[src/rtl/wm8731_reg_sequencer.sv]
// Purpose: sends the WM8731 bring-up table to an I2C master, then rewrites R2/R4 on volume/select changes.
// Latency: first i2c_go on the 3rd clock after reset; 16 idle clocks between words. Optional volume stepping: WM8731_VOLUME_CTRL_EN.
// Backpressure: one word in flight; holds i2c_go/i2c_data until i2c_end, retries on NACK or timeout.
module wm8731_reg_sequencer #(
    parameter logic [7:0] DEV_ADDR       = 8'h34,
    parameter logic [6:0] VOL_DEFAULT    = 7'h79,
    parameter logic [6:0] VOL_MIN        = 7'h30,
    parameter logic [6:0] VOL_MAX        = 7'h7F,
    parameter int         VOL_STEP       = 4,
    parameter int         MAX_RETRY      = 3,
    parameter int         SETTLE_CYCLES  = 16,
    parameter int         TIMEOUT_CYCLES = 65535
) (
    input  logic        clock,
    input  logic        reset,
    input  logic        volume_key,
    input  logic [2:0]  sound_select,
    input  logic        i2c_end,
    input  logic        i2c_nack,
    output logic        i2c_go,
    output logic [23:0] i2c_data,
    output logic        config_done,
    output logic        config_error,
    output logic [6:0]  volume,
    output logic [3:0]  reg_index
);

    localparam int RW = (MAX_RETRY > 0) ? $clog2(MAX_RETRY + 1) : 1;
    localparam int SW = $clog2(SETTLE_CYCLES + 1);
    localparam int TW = $clog2(TIMEOUT_CYCLES + 1);
    localparam logic [3:0] LAST_INDEX = 4'd9;
    localparam logic [3:0] VOL_INDEX  = 4'd4;
    localparam logic [3:0] SEL_INDEX  = 4'd5;

    typedef enum logic [3:0] {
        S_IDLE, S_LOAD, S_START, S_WAIT_END, S_CHECK,
        S_RELEASE, S_SETTLE, S_DONE, S_ERROR
    } state_t;

    state_t          state, state_next;
    logic [RW-1:0]   retry;
    logic [SW-1:0]   settle_cnt;
    logic [TW-1:0]   to_cnt;
    logic            nack_q;
    logic [2:0]      ss_meta, ss_sync, ss_lat;
    logic            ss_valid;
    logic            pend_vol, pend_sel;
    logic            key_edge;
    logic            sel_mismatch;
    logic            timeout, settle_done;
    logic [15:0]     tbl_word;

    assign timeout      = (to_cnt == TW'(TIMEOUT_CYCLES - 1));
    assign settle_done  = (settle_cnt == SW'(SETTLE_CYCLES - 1));
    assign sel_mismatch = ss_valid && (ss_sync != ss_lat);

`ifdef WM8731_VOLUME_CTRL_EN
    logic [2:0] key_sync;
    logic [7:0] vol_sum;

    assign key_edge = key_sync[1] & ~key_sync[2];
    assign vol_sum  = {1'b0, volume} + 8'(VOL_STEP);

    always_ff @(posedge clock) begin
        if (reset) begin
            key_sync <= 3'b000;
            volume   <= VOL_DEFAULT;
        end else begin
            key_sync <= {key_sync[1:0], volume_key};
            if (key_edge)
                volume <= (vol_sum > {1'b0, VOL_MAX}) ? VOL_MIN : vol_sum[6:0];
        end
    end
`else
    logic unused_key;
    assign unused_key = volume_key;
    assign key_edge   = 1'b0;
    assign volume     = VOL_DEFAULT;
`endif

    // {reg[6:0], data[8:0]} for the entry at reg_index
    always_comb begin
        tbl_word = 16'h0000;
        case (reg_index)
            4'd0: tbl_word = {7'd15, 9'h000};
            4'd1: tbl_word = {7'd6,  9'h000};
            4'd2: tbl_word = {7'd0,  9'h017};
            4'd3: tbl_word = {7'd1,  9'h017};
            4'd4: tbl_word = {7'd2,  1'b1, 1'b0, volume};
            4'd5: tbl_word = {7'd4,  1'b0, 4'b0001, ss_sync[1], ss_sync[0], ss_sync[2], 1'b0};
            4'd6: tbl_word = {7'd5,  9'h000};
            4'd7: tbl_word = {7'd7,  9'h042};
            4'd8: tbl_word = {7'd8,  9'h000};
            4'd9: tbl_word = {7'd9,  9'h001};
            default: ;
        endcase
    end

    always_ff @(posedge clock) begin
        if (reset) state <= S_IDLE;
        else       state <= state_next;
    end

    always_comb begin
        state_next = state;
        case (state)
            S_IDLE:     state_next = S_LOAD;
            S_LOAD:     state_next = S_START;
            S_START:    state_next = S_WAIT_END;
            S_WAIT_END: if (i2c_end || timeout) state_next = S_CHECK;
            S_CHECK: begin
                if (nack_q && retry == RW'(MAX_RETRY)) state_next = S_ERROR;
                else                                   state_next = S_RELEASE;
            end
            S_RELEASE:  if (!i2c_end) state_next = S_SETTLE;
            // A pending retry resends even after init has completed
            S_SETTLE: begin
                if (settle_done)
                    state_next = (retry != '0 || !config_done) ? S_LOAD : S_DONE;
            end
            S_DONE:     if (pend_vol || pend_sel) state_next = S_LOAD;
            S_ERROR:    state_next = S_ERROR;
            default:    state_next = S_IDLE;
        endcase
    end

    always_ff @(posedge clock) begin
        if (reset) begin
            i2c_go       <= 1'b0;
            i2c_data     <= 24'h000000;
            config_done  <= 1'b0;
            config_error <= 1'b0;
            reg_index    <= 4'd0;
            retry        <= '0;
            settle_cnt   <= '0;
            to_cnt       <= '0;
            nack_q       <= 1'b0;
            ss_meta      <= 3'b000;
            ss_sync      <= 3'b000;
            ss_lat       <= 3'b000;
            ss_valid     <= 1'b0;
            pend_vol     <= 1'b0;
            pend_sel     <= 1'b0;
        end else begin
            ss_meta <= sound_select;
            ss_sync <= ss_meta;

            case (state)
                S_LOAD: begin
                    i2c_data <= {DEV_ADDR, tbl_word};
                    if (reg_index == SEL_INDEX) begin
                        ss_lat   <= ss_sync;
                        ss_valid <= 1'b1;
                    end
                end
                S_START: begin
                    i2c_go <= 1'b1;
                    to_cnt <= '0;
                end
                S_WAIT_END: begin
                    if (i2c_end || timeout) begin
                        i2c_go <= 1'b0;
                        nack_q <= !i2c_end || i2c_nack;
                    end else begin
                        to_cnt <= to_cnt + TW'(1);
                    end
                end
                S_CHECK: begin
                    settle_cnt <= '0;
                    if (nack_q) begin
                        if (retry != RW'(MAX_RETRY)) begin
                            retry <= retry + RW'(1);
                        end else begin
                            config_error <= 1'b1;
                            config_done  <= 1'b0;
                        end
                    end else begin
                        retry <= '0;
                        if (!config_done) begin
                            if (reg_index == LAST_INDEX) config_done <= 1'b1;
                            else                         reg_index   <= reg_index + 4'd1;
                        end
                    end
                end
                S_RELEASE: settle_cnt <= '0;
                S_SETTLE:  settle_cnt <= settle_cnt + SW'(1);
                S_DONE: begin
                    if (pend_vol)      reg_index <= VOL_INDEX;
                    else if (pend_sel) reg_index <= SEL_INDEX;
                end
                default: ;
            endcase

            // A new edge wins over the clear so a late press still gets its own rewrite
            if (key_edge)
                pend_vol <= 1'b1;
            else if (state == S_LOAD && config_done && reg_index == VOL_INDEX)
                pend_vol <= 1'b0;

            if (state == S_LOAD && reg_index == SEL_INDEX)
                pend_sel <= 1'b0;
            else if (sel_mismatch)
                pend_sel <= 1'b1;
        end
    end

endmodule
[config.mk]
export PLATFORM = sky130hd
export DESIGN_NAME = wm8731_reg_sequencer
export DESIGN_NICKNAME = d
export VERILOG_FILES = /design/src/rtl/wm8731_reg_sequencer.sv
export SDC_FILE = /design/constraint.sdc
export NUM_CORES = 1
export LEC_CHECK = 0
export ABC_AREA = 1
export CAP_MARGIN = 10
export CORE_UTILIZATION = 30
export CTS_CLUSTER_DIAMETER = 100
export DETAILED_ROUTE_END_ITERATION = 16
export HOLD_SLACK_MARGIN = 0.06
export PLACE_DENSITY = 0.55
export SYNTH_ARGS = -nofsm -noshare
export SYNTH_HDL_FRONTEND = slang
export SYNTH_SLANG_ARGS = --single-unit
[constraint.sdc]
create_clock -name clock -period 2.1 [get_ports clock]
set_clock_uncertainty 0.05 [all_clocks]
set_input_delay 0.21 -clock clock [delete_from_list [all_inputs] [get_ports clock]]
set_output_delay 0.21 -clock clock [all_outputs]
set_load 0.03 [all_outputs]
==> results.cfg, run 1 <==
[run_status]
status = completed

[synth]
synthFlopType = dfxtp_1
ys_async_sr_fraction_pct = 0
yosysWarnings = 0
yosys.area.top_type = dfxtp_1
post-synth-top-count-cell = nand2_1
syn_inst = 468
synth.ff_latch_count = 58
syn-cell-area_um2 = 3260
synth_seq_area_share_pct = 35.6
synth_edf_count = 0
yosys-top-cells-count = nand2_1 (98), inv_1 (60), dfxtp_1 (58)
synth_top_area_share_pct = 35.6
yosys-top-cells-area = dfxtp_1 (36%), nand2_1 (11%), nand3_1 (7.5%), inv_1 (6.9%), nor2_1 (6.4%)
syn-mean-instance-area_um2 = 6.97
yosysUniqueCellTypes = 36

[pwr]
leakage_nw = 1.59
power_density_nw_per_um2 = 981
peakVddDrop_uv = 403

[routing]
vias_per_cell = 4.50
wirelength_um = 7030
first_pass_iters = 4
first_iter_violations = 115
post_drt_wl_per_cell_um = 11.1
ant_nets = 0
via_count = 2850
drc = 0

[placed_design]
dp.final_hpwl_um = 4930
port_buffers = 28
gp_congestion = 0.840
place_inst = 620

[cells_and_area]
layout-drive-gt1-share_pct = 10.0
multi_input_area_um2 = 1690
syn2layout_area_growth_pct = 15.5
diodes = 0
seqCellArea_um2 = 1160
nFillCells = 1125
final_nets = 513
final_cells = 634

[clock_network]
ctsHoldBuffers = 0
cts.repair.resized = 0
cts_tree = yes
clkLatencyLatePin_ns = 0.34
cts_buffer_depth = 2
cts_root_buf = clkbuf_8
cts-buffers-inserted = 9
htree_levels = 3
post_cts_buffers = 0
cts.sinks = 58
clk_pin_slew_ns = 0.07

[floorplan]
die_area_um2 = 11300
dieHeight_um = 106
io_pins = 46
initial_core_util_pct = 31.3
core_area_um2 = 10400
die_w_um = 106
fp-row-count = 37

[timing]
worstMarginPinSlew_ns = 0.543
fin_crit_sh_pct = 83.8
fin_crit_ns = 1.76
finalSetupViolations = 0
rsz0062_at_grt = false
relSlewSlack_pct = 63.5
hold_viol = 0
fmax_mhz = 568
setup_tns_ns = 0
slew_viol_final = 0
hold_slack_ns = 0.303

[min_path]
min_path_type = input pin to register
min-delay-start = reset
hold_depth = 4
min_to = to_cnt[15]

[flow_run]
max-cap-violations = 0

[setup_path]
r2r_slack_ns = 0.39
rr_startpoint = to_cnt[0]
r2r_end = state[2]
crit_start = reg_index[3]
path_class = register to output port
worst_setup_path_end_kind = output port
cp_num_buf_inv = 1
critPathTopFamily = buffers and inverters
ff2ff_path_depth = 9
crit_path_top_delay_cell = clkdlybuf4s50_1
critical_path_required_ns = 1.84
cp.arrival_ns = 1.50
critPathMaxStageDelay_ns = 0.71
start_kind = register
critPathMaxFanout = 6
path_cells = clkdlybuf4s50_1

[grt]
grt_pass1_wl_um = 12300
grt_pass1_vias = 2626
grt_overflow_total = 0
antenna_found_initial = 0
grt_max_degree = 42
grt_usage_pct = 13.7
==> layout make-up <==
cell class / instances / area share (%)
clock buffer: 11 / 3.75
clock inverter: 3 / 1.73
multi-input combinational: 331 / 44.7
sequential: 58 / 30.8
tap: 136 / 4.51
inverter: 62 / 6.17
timing repair buffer: 33 / 8.30
==> per-layer routing <==
metal | up-vias | track usage [%] | part of all wire [%]
met5 | - | 0 | 0
met4 | 0 | 5.95 | 1.5
met3 | 9 | 3.43 | 3.2
met2 | 51 | 21.5 | 44
met1 | 1287 | 17.8 | 51
li1 | 1503 | - | -
==> per-stage QoR <==
step / worst slack, ns / total power, mW / area, µm² / utilization [%]
2_1_floorplan: 0.479 / 2.35 / 3320 / -
3_3_place_gp: 0.431 / 2.60 / 3560 / 34.2
3_5_place_dp: 0.413 / 2.61 / 3560 / 34.2
4_1_cts: 0.324 / 3.74 / 3770 / 36.2
5_1_grt: 0.219 / 3.95 / 3770 / 36.2
6_report: 0.341 / 3.70 / 3770 / 36.2
==> worst max path at each step <==
| stage | end | slack [ns] | cells past startpoint |
|---|---|---|---|
| floorplan | reg_index[3] | 0.48 | 8 |
| global placement | state[2] | 0.43 | 9 |
| detailed placement | state[2] | 0.41 | 9 |
| CTS | reg_index[3] | 0.32 | 1 |
| global route | to_cnt[8] | 0.22 | 10 |
| finish | reg_index[3] | 0.34 | 1 |
==> flip-flops by register name, summed over array words and instances (netlist names) <==
register and count:
to_cnt 16, i2c_data 12, settle_cnt 5, reg_index 4
state 4, ss_lat 3, ss_meta 3, ss_sync 3
retry 2, config_done 1, config_error 1, i2c_go 1
nack_q 1, pend_sel 1, ss_valid 1
==> report_power, final <==
| group | leakage, nW | switching (mW) | internal [mW] | total [mW] |
|---|---|---|---|---|
| sequential | 0.471 | 0.149 | 1.26 | 1.40 |
| clock | 0.105 | 0.430 | 0.686 | 1.12 |
| combinational | 1.01 | 0.768 | 0.409 | 1.18 |
| total | 1.59 | 1.35 | 2.35 | 3.70 |
==> logic make-up (layout without fill, tap and decap cells) <==
logic type | count (synthesis) | count (layout) | synth area share, %
simple gates | 242 | 242 | 33.7
buf+inv | 93 | 109 | 14.3
flops | 58 | 58 | 35.6
compound gates | 55 | 55 | 10.2
fa+ha+maj | 10 | 10 | 3.83
xor+xnor | 8 | 8 | 2.15
other cells | 2 | 16 | 0.230
==> cell usage in the layout, fill, tap and decap left out, types with 3 or more instances in the layout <==
cell type         n
nand2_1          98
inv_1            60
dfxtp_1          58
nor2_1           56
nand3_1          49
clkdlybuf4s50_1  27
a21oi_1          24
conb_1           16
o21ai_0          11
nand2_2          10
ha_1             10
clkbuf_8         10
a21oi_2           8
nor3_1            7
nand4_1           6
xor2_1            6
nor2_2            5
buf_4             5
a31oi_1           4
o21a_1            3
(Power assumes the default switching activity.)
==> run 2, diff against run 1 <==
==> constraint.sdc (replaced) <==
create_clock -name clock -period 1.75 [get_ports clock]
set_clock_uncertainty 0.05 [all_clocks]
set_input_delay 0.175 -clock clock [delete_from_list [all_inputs] [get_ports clock]]
set_output_delay 0.175 -clock clock [all_outputs]
set_load 0.03 [all_outputs]
==> results.cfg, run 2 (synthesized netlist as in run 1, its figures left out) <==
[run_status]
status = completed

[cells_and_area]
final_common_cell = nand2_1
fin_area_um2 = 3940
final_nets = 528
layout-drive-gt1-share_pct = 13.8
largest_register = to_cnt
reg.largest.list = to_cnt x16, i2c_data x12, settle_cnt x5
syn2layout_area_growth_pct = 20.6
largest_register_ffs = 16
diodes = 0
final_cell_mix = nand2_1 (98), inv_1 (60), dfxtp_1 (58)

[grt]
grt_overflow_total = 0
antenna_found_initial = 0
grt_pass1_vias = 2694
grt_pass1_wl_um = 12500
grt_usage_pct = 13.8
grt_max_degree = 42

[clock_network]
cts_root_buf = clkbuf_8
clk_pin_slew_ns = 0.08
cts_buffer_depth = 2
cts-buffers-inserted = 9
cts_tree = yes
htree_levels = 3
clkLatencyLatePin_ns = 0.34
cts.sinks = 58

[setup_path]
cp_num_buf_inv = 1
critPathMaxFanout = 4
cp.arrival_ns = 1.46
worst_setup_path_end_kind = output port
start_kind = register
path_cells = clkdlybuf4s50_1
critical_path_required_ns = 1.52
r2r_end = state[2]
ff2ff_path_depth = 9
rr_startpoint = to_cnt[0]
critPathTopFamily = buffers and inverters
crit_path_top_delay_cell = clkdlybuf4s50_1
path_class = register to output port
crit_cells = 1
r2r_slack_ns = 0.15
critPathMaxStageDelay_ns = 0.70

[floorplan]
core_area_um2 = 10400
die_area_um2 = 11300
die_w_um = 106
io_pins = 46
initial_core_util_pct = 31.3
fp-row-count = 37
dieHeight_um = 106

[timing]
slew_viol_final = 0
rsz0062_at_grt = false
fin_crit_ns = 1.68
setup_tns_ns = 0
finalSetupViolations = 0
hold_slack_ns = 0.296
fin_crit_sh_pct = 96.1
setup_slack_ns = 0.0685
relSlewSlack_pct = 64.1
hold_viol = 0
worstMarginPinSlew_ns = 0.535
fmax_mhz = 595

[placed_design]
port_buffers = 28
gp_congestion = 0.840
pre_cts_ws_ns = 0.0802
placed_area_um2 = 3660
dp.final_hpwl_um = 5160

[routing]
post_drt_wl_per_cell_um = 11.3
drc = 0
first_pass_iters = 4
wirelength_um = 7350
first_iter_violations = 165
vias_per_cell = 4.53
ant_nets = 0
via_count = 2950

[min_path]
min_path_type = input pin to register
min_to = ss_meta[1]
hold_depth = 3
min-delay-start = sound_select[1]

[pwr]
internal_power_mw = 2.85
p_switching_mw = 1.75
peakVddDrop_uv = 750
leakage_nw = 1.69
seqPwrFrac_pct = 36.3
p_sw_share_pct = 38.1
clockPowerShare_pct = 30.7
power_density_nw_per_um2 = 1170
power_frac_comb_pct = 32.9

[flow_run]
max-cap-violations = 0
-- run 2: cell type report --
cell class | count | area, µm²
Inverter | 62 | 233
Clock buffer | 9 | 124
Clock inverter | 7 | 101
Timing Repair Buffer | 47 | 424
Tap cell | 136 | 170
Sequential cell | 58 | 1160
Fill cell | 1094 | 6480
Multi-Input combinational cell | 332 | 1720
-- run 2: power by group through the flow --
| stage | Clock (mW) | Sequential [mW] | Combinational, mW |
|---|---|---|---|
| floorplan | 0 | 1.81 | 1.00 |
| global placement | 0 | 1.70 | 1.46 |
| detailed placement | 0 | 1.70 | 1.47 |
| CTS | 1.46 | 1.67 | 1.47 |
| global route | 1.53 | 1.70 | 1.69 |
| finish | 1.42 | 1.67 | 1.52 |
-- run 2: timing repair --
| action | CTS | global route |
|---|---|---|
| hold buffers | 0 | 0 |
| setup buffers | 0 | 1 |
| gates resized for setup | 0 | 10 |
| endpoints found under the setup margin | 0 | 20 |
-- run 2: worst max path at each step --
stage | from | to | slack (ns)
floorplan | reg_index[1] | reg_index[3] | 0.13
global placement | to_cnt[0] | to_cnt[8] | 0.09
detailed placement | to_cnt[0] | to_cnt[8] | 0.08
CTS | reg_index[3] | reg_index[3] | 0.006
global route | reg_index[1] | reg_index[1] | 0.004
finish | reg_index[2] | reg_index[2] | 0.07
-- run 2: per-layer routing --
metal	part of all wire, %	vias to the layer above	global-route usage, %
met1	49	1335	18.0
met2	45	69	21.9
met3	3.6	10	2.70
met5	0	-	0
li1	-	1536	-
met4	1.6	0	6.35
-- run 2: per-stage QoR --
| step | instances | power [mW] | util (%) |
|---|---|---|---|
| final | 651 | 4.60 | 37.8 |
| after global routing | 651 | 4.92 | 37.8 |
| after CTS | 649 | 4.60 | 37.3 |
| after detailed placement | 633 | 3.17 | 35.1 |
| after global placement | 633 | 3.15 | 35.1 |
| after floorplan | 482 | 2.82 | - |
